<file path="src/rtl/serial_adder_pkg.sv">
`default_nettype none
// ============================================================================
//  Module      : serial_adder_pkg
//  Description : State and mode encodings shared by the bit-serial adder.
//  Revision    : 1.0 - initial release
// ============================================================================
package serial_adder_pkg;

  localparam logic [1:0] ST_IDLE = 2'd0;
  localparam logic [1:0] ST_RUN  = 2'd1;
  localparam logic [1:0] ST_DONE = 2'd2;

  localparam logic MODE_ADD = 1'b0;
  localparam logic MODE_SUB = 1'b1;

  typedef enum logic [1:0] {
    S_IDLE = ST_IDLE,
    S_RUN  = ST_RUN,
    S_DONE = ST_DONE
  } state_e;

endpackage
`default_nettype wire

</file>
<file path="src/rtl/fa_cell.sv">
`default_nettype none
// ============================================================================
//  Module      : fa_cell
//  Description : One-bit combinational full adder.
//  Revision    : 1.0 - initial release
// ============================================================================
module fa_cell (
  input  logic a_i,
  input  logic b_i,
  input  logic cin_i,
  output logic s_o,
  output logic co_o
);

  // Sum and carry of a single bit position
  always_comb begin
    s_o  = a_i ^ b_i ^ cin_i;
    co_o = (a_i & b_i) | (cin_i & (a_i ^ b_i));
  end

endmodule
`default_nettype wire

</file>
<file path="src/rtl/serial_adder_n.sv">
`default_nettype none
// ============================================================================
//  Module      : serial_adder_n
//  Description : WIDTH-bit serial adder/subtractor, one bit per clock, LSB
//                first, built around a single full-adder cell.
//  Revision    : 1.0 - initial release
// ============================================================================
module serial_adder_n
  import serial_adder_pkg::*;
#(
  parameter int WIDTH = 8
) (
  input  logic             clk,
  input  logic             rst,
  input  logic             start_i,
  input  logic             sub_i,
  input  logic [WIDTH-1:0] a_i,
  input  logic [WIDTH-1:0] b_i,
  output logic             busy_o,
  output logic             done_o,
  output logic [WIDTH-1:0] sum_o,
  output logic             cout_o,
  output logic             ovf_o
);

  localparam int CW = $clog2(WIDTH + 1);
  localparam logic [CW-1:0] C_LAST = CW'(WIDTH - 1);

  state_e           state_q, state_d;
  logic [WIDTH-1:0] a_q, a_d;
  logic [WIDTH-1:0] b_q, b_d;
  logic [WIDTH-1:0] sum_q, sum_d;
  logic             carry_q, carry_d;
  logic [CW-1:0]    cnt_q, cnt_d;
  logic             cout_q, cout_d;
  logic             ovf_q, ovf_d;

  logic             w_s;
  logic             w_co;
  logic [WIDTH-1:0] w_sum_shift;

  fa_cell u_fa (
    .a_i   (a_q[0]),
    .b_i   (b_q[0]),
    .cin_i (carry_q),
    .s_o   (w_s),
    .co_o  (w_co)
  );

  // New sum bit enters at the MSB; after WIDTH shifts bit 0 sits at the LSB
  generate
    if (WIDTH == 1) begin : g_w1
      assign w_sum_shift = w_s;
    end else begin : g_wn
      assign w_sum_shift = {w_s, sum_q[WIDTH-1:1]};
    end
  endgenerate

  // Next-state and datapath update
  always_comb begin
    state_d = state_q;
    a_d     = a_q;
    b_d     = b_q;
    sum_d   = sum_q;
    carry_d = carry_q;
    cnt_d   = cnt_q;
    cout_d  = cout_q;
    ovf_d   = ovf_q;
    case (state_q)
      S_IDLE, S_DONE: begin
        if (start_i) begin
          // Subtraction is a + ~b + 1: invert b and seed the carry with 1
          a_d     = a_i;
          b_d     = (sub_i == MODE_SUB) ? ~b_i : b_i;
          carry_d = sub_i;
          cnt_d   = '0;
          state_d = S_RUN;
        end else if (state_q == S_DONE) begin
          state_d = S_IDLE;
        end
      end
      S_RUN: begin
        a_d     = a_q >> 1;
        b_d     = b_q >> 1;
        sum_d   = w_sum_shift;
        carry_d = w_co;
        cnt_d   = cnt_q + CW'(1);
        if (cnt_q == C_LAST) begin
          // On the MSB cycle carry_q is the carry into the MSB
          cout_d  = w_co;
          ovf_d   = carry_q ^ w_co;
          state_d = S_DONE;
        end
      end
      default: state_d = S_IDLE;
    endcase
  end

  // State and datapath registers with synchronous reset
  always_ff @(posedge clk) begin
    if (rst) begin
      state_q <= S_IDLE;
      a_q     <= '0;
      b_q     <= '0;
      sum_q   <= '0;
      carry_q <= 1'b0;
      cnt_q   <= '0;
      cout_q  <= 1'b0;
      ovf_q   <= 1'b0;
    end else begin
      state_q <= state_d;
      a_q     <= a_d;
      b_q     <= b_d;
      sum_q   <= sum_d;
      carry_q <= carry_d;
      cnt_q   <= cnt_d;
      cout_q  <= cout_d;
      ovf_q   <= ovf_d;
    end
  end

  assign busy_o = (state_q == S_RUN);
  assign done_o = (state_q == S_DONE);
  assign sum_o  = sum_q;
  assign cout_o = cout_q;
  assign ovf_o  = ovf_q;

endmodule
`default_nettype wire
</file>
<file path="config.mk">
export PLATFORM = sky130hd
export DESIGN_NAME = serial_adder_n
export DESIGN_NICKNAME = d
export VERILOG_FILES = /design/src/rtl/serial_adder_pkg.sv /design/src/rtl/fa_cell.sv /design/src/rtl/serial_adder_n.sv
export SDC_FILE = /design/constraint.sdc
export NUM_CORES = 1
export LEC_CHECK = 0
export ABC_AREA = 1
export CAP_MARGIN = 0
export CORE_UTILIZATION = 35
export CTS_CLUSTER_DIAMETER = 60
export DETAILED_ROUTE_END_ITERATION = 16
export PLACE_DENSITY_LB_ADDON = 0.3
export SYNTH_ARGS = -nofsm -noshare
export SYNTH_HDL_FRONTEND = slang
export SYNTH_SLANG_ARGS = --single-unit
export TNS_END_PERCENT = 10
</file>
<file path="constraint.sdc">
create_clock -name clk -period 1.48 [get_ports clk]
set_clock_uncertainty 0.15 [all_clocks]
set_input_delay 0.296 -clock clk [delete_from_list [all_inputs] [get_ports clk]]
set_output_delay 0.296 -clock clk [all_outputs]
set_load 0.02 [all_outputs]
</file>
==> results.ini <==
[floorplan]
coreArea_um2=4120
die_h_um=68.5
die_area_um2=4690
fp.dieW_um=68.5
row_count=23
initial_core_util_pct=37.6
io_pins=32

[routing]
vias=1444
drt.antenna.violating_nets=0
avgViaCountPerCell=4.44
post_drt_wl_per_cell_um=9.50
postRouteWirelength_um=3090
drc=0
drt_pass1_iterations=4
drtIter0Drc=54

[clock_network]
clk_pin_slew_ns=0.07
h-tree-depth=2
cts_made_buffers=5
cts_max_path_buffers=2
post_cts.repair.setup_buffers=0
cts_tree=built
root_buffer=clkbuf_8
clk_latency_ns=0.28
clock-sinks=33

[timing]
fmax_ghz=0.696
final-max-slew-violation-count=0
tightest_slew_ns=0.279
finalCritPeriodShare_pct=97.1
hold_violations=0
finalSetupViolCount=0
rsz0062_at_grt=true
period_needed_ns=1.44
slew_headroom_pct=81.4

[global_route]
grtUsageMet3_pct=5.17
antenna_found_initial=0
grt_pass1_vias=1229
grt_busiest_layer=met2
grt_max_degree=28
use_met2_pct=25.0
grt-ovfl-total=0
grt_usage_pct=15.6
grt_pass1_wl_um=5280
grtUsageMet1_pct=18.7

[flow_run]
maxCapViolCount=0

[pwr]
power_frac_comb_pct=19.6
p_int_mw=1.46
power_switching_uw=555
clkPwrFrac_pct=31.7
p_sw_share_pct=27.5
p_leak_nw=1.00
cellPowerDensity_nw_per_um2=966
p_seq_share_pct=48.8
vdd_drop_max_uv=419

[finish]
fillCellCount=422
stdcell_area_um2=2090
drive_above_1_share_pct=12.4
nNetsFinal=296
synthToLayoutAreaGrowth_pct=35.0
fin_util_pct=50.7
num_antenna_cells=0

[place]
dp_hpwl_um=2270
gp_congestion=0.711
placed_area_um2=2020
port_buffers=31

[setup_path]
worst_setup_path_start_kind=register
crit_slowest_cell=dfxtp_1
required_ns=1.03
critPathBufInv=1
critPathMaxStageDelay_ns=0.37
worstSetupPathType=reg2out
cp_top_family=flip-flops
crit_arrival_ns=0.99
path_cells=dlygate4sd2_1
worstSetupEndpointType=primary output
cp_max_fo=2

[outcome]
status=completed

[synthesis]
synth_top_area_share_pct=42.7
synth.most_common_cell=nand2_1
yosys-top-cells-area=dfxtp_1 (43%), nand2_1 (18%), nand3_1 (7.8%)
synth_top_cell_by_area=dfxtp_1
syn_nets=251
seq_area_frac_synth_pct=42.7
ys_top_cells_by_count=nand2_1 (74), dfxtp_1 (33), inv_1 (28)
synth_flop_cell=dfxtp_1
ys_seq_elements=33
synth_edf_count=0
ys_warn_count=0
syn_inst=229
async_reset_ff_share_pct=0
synth_area_um2=1550
ys_types=21
syn_avg_cell_area_um2=6.75

[hold_path]
hold_class=reg2reg

==> kinds of logic (layout without fill, tap and decap cells) <==
| group | after synthesis | in the layout | synth area share (%) |
|---|---|---|---|
| simple gates | 127 | 127 | 34.4 |
| buf+inv | 39 | 85 | 11.2 |
| flops | 33 | 33 | 42.7 |
| compound gates | 26 | 26 | 8.41 |
| fa+ha+maj | 2 | 2 | 2.10 |
| xor+xnor | 2 | 2 | 1.13 |
==> final timing paths <==
path	slack, ns	endpoint	cells past startpoint	from
worst min register to register	0.32	a_q[1]$_SDFFE_PP0P_	2	a_q[1]$_SDFFE_PP0P_
worst max register to register	0.10	ovf_o$_SDFFE_PP0P_	5	carry_q$_SDFFE_PP0P_
worst min-delay path	0.32	a_q[1]$_SDFFE_PP0P_	2	a_q[1]$_SDFFE_PP0P_
worst max-delay path	0.04	cout_o	1	cout_o$_SDFFE_PP0P_
==> layout make-up <==
type | count | area (um2) | area share, %
multi-input combinational | 157 | 714 | 34.2
tap | 50 | 62.6 | 3.00
clock buffer | 6 | 72.6 | 3.48
sequential | 33 | 661 | 31.7
clock inverter | 2 | 10.0 | 0.480
inverter | 30 | 115 | 5.52
timing repair buffer | 47 | 452 | 21.6
==> sequential cells by signal, indices dropped and copies added (netlist names) <==
| name | count |
|---|---|
| sum_o | 8 |
| cout_o | 1 |
| a_q | 8 |
| ovf_o | 1 |
| b_q | 8 |
| state_q | 2 |
| cnt_q | 4 |
| carry_q | 1 |
==> placed cells by master (no fill, tap or decap) <==
cell type	Yosys	routed
nor2_4	1	1
dfxtp_1	33	33
buf_2	1	1
fa_1	1	1
a21oi_1	15	15
dlygate4sd2_1	0	7
clkdlybuf4s50_1	0	19
xor2_1	1	1
buf_12	0	3
ha_1	1	1
clkdlybuf4s15_1	0	3
nor2_1	23	22
clkinv_2	0	2
clkbuf_1	4	1
nand2_2	3	3
o21ai_1	1	1
nand2_1	74	74
inv_1	28	28
buf_4	1	14
inv_2	2	1
o21ai_0	10	10
clkbuf_8	0	5
nand3_1	24	24
nand2_4	1	1
nor2_2	1	2
inv_4	0	1
xnor2_1	1	1
==> what timing repair did <==
action	4_1_cts	5_1_grt
hold buffers	0	0
endpoints found under the setup margin	12	9
resized for setup	18	6
==> per-stage QoR <==
| stage | TNS [ns] | setup slack [ns] | std cells | power (mW) | hold WS (ns) |
|---|---|---|---|---|---|
| final | 0 | 0.0423 | 325 | 2.02 | 0.319 |
| after global routing | -0.0123 | -0.0123 | 325 | 2.14 | 0.342 |
| after CTS | 0 | 0.0387 | 325 | 2.04 | 0.320 |
| after detailed placement | -2.53 | -0.160 | 317 | 1.42 | 0.309 |
| after global placement | -2.23 | -0.130 | 317 | 1.41 | 0.300 |
| after floorplan | 0 | 0.122 | 229 | 1.23 | 0.215 |
==> power by group through the flow <==
| stage | Clock, mW | Combinational, mW | Sequential [mW] |
|---|---|---|---|
| finish | 0.639 | 0.395 | 0.984 |
| global route | 0.704 | 0.442 | 0.992 |
| CTS | 0.661 | 0.397 | 0.984 |
| detailed placement | 0 | 0.411 | 1.00 |
| global placement | 0 | 0.406 | 1.00 |
| floorplan | 0 | 0.212 | 1.02 |
==> per-layer routing <==
layer | share of wire, % | vias up
li1 | - | 795
met1 | 51 | 615
met2 | 43 | 29
met3 | 4.8 | 5
met4 | 1.4 | 0
met5 | 0 | -
Note: power is estimated with default switching activity, not from simulation.
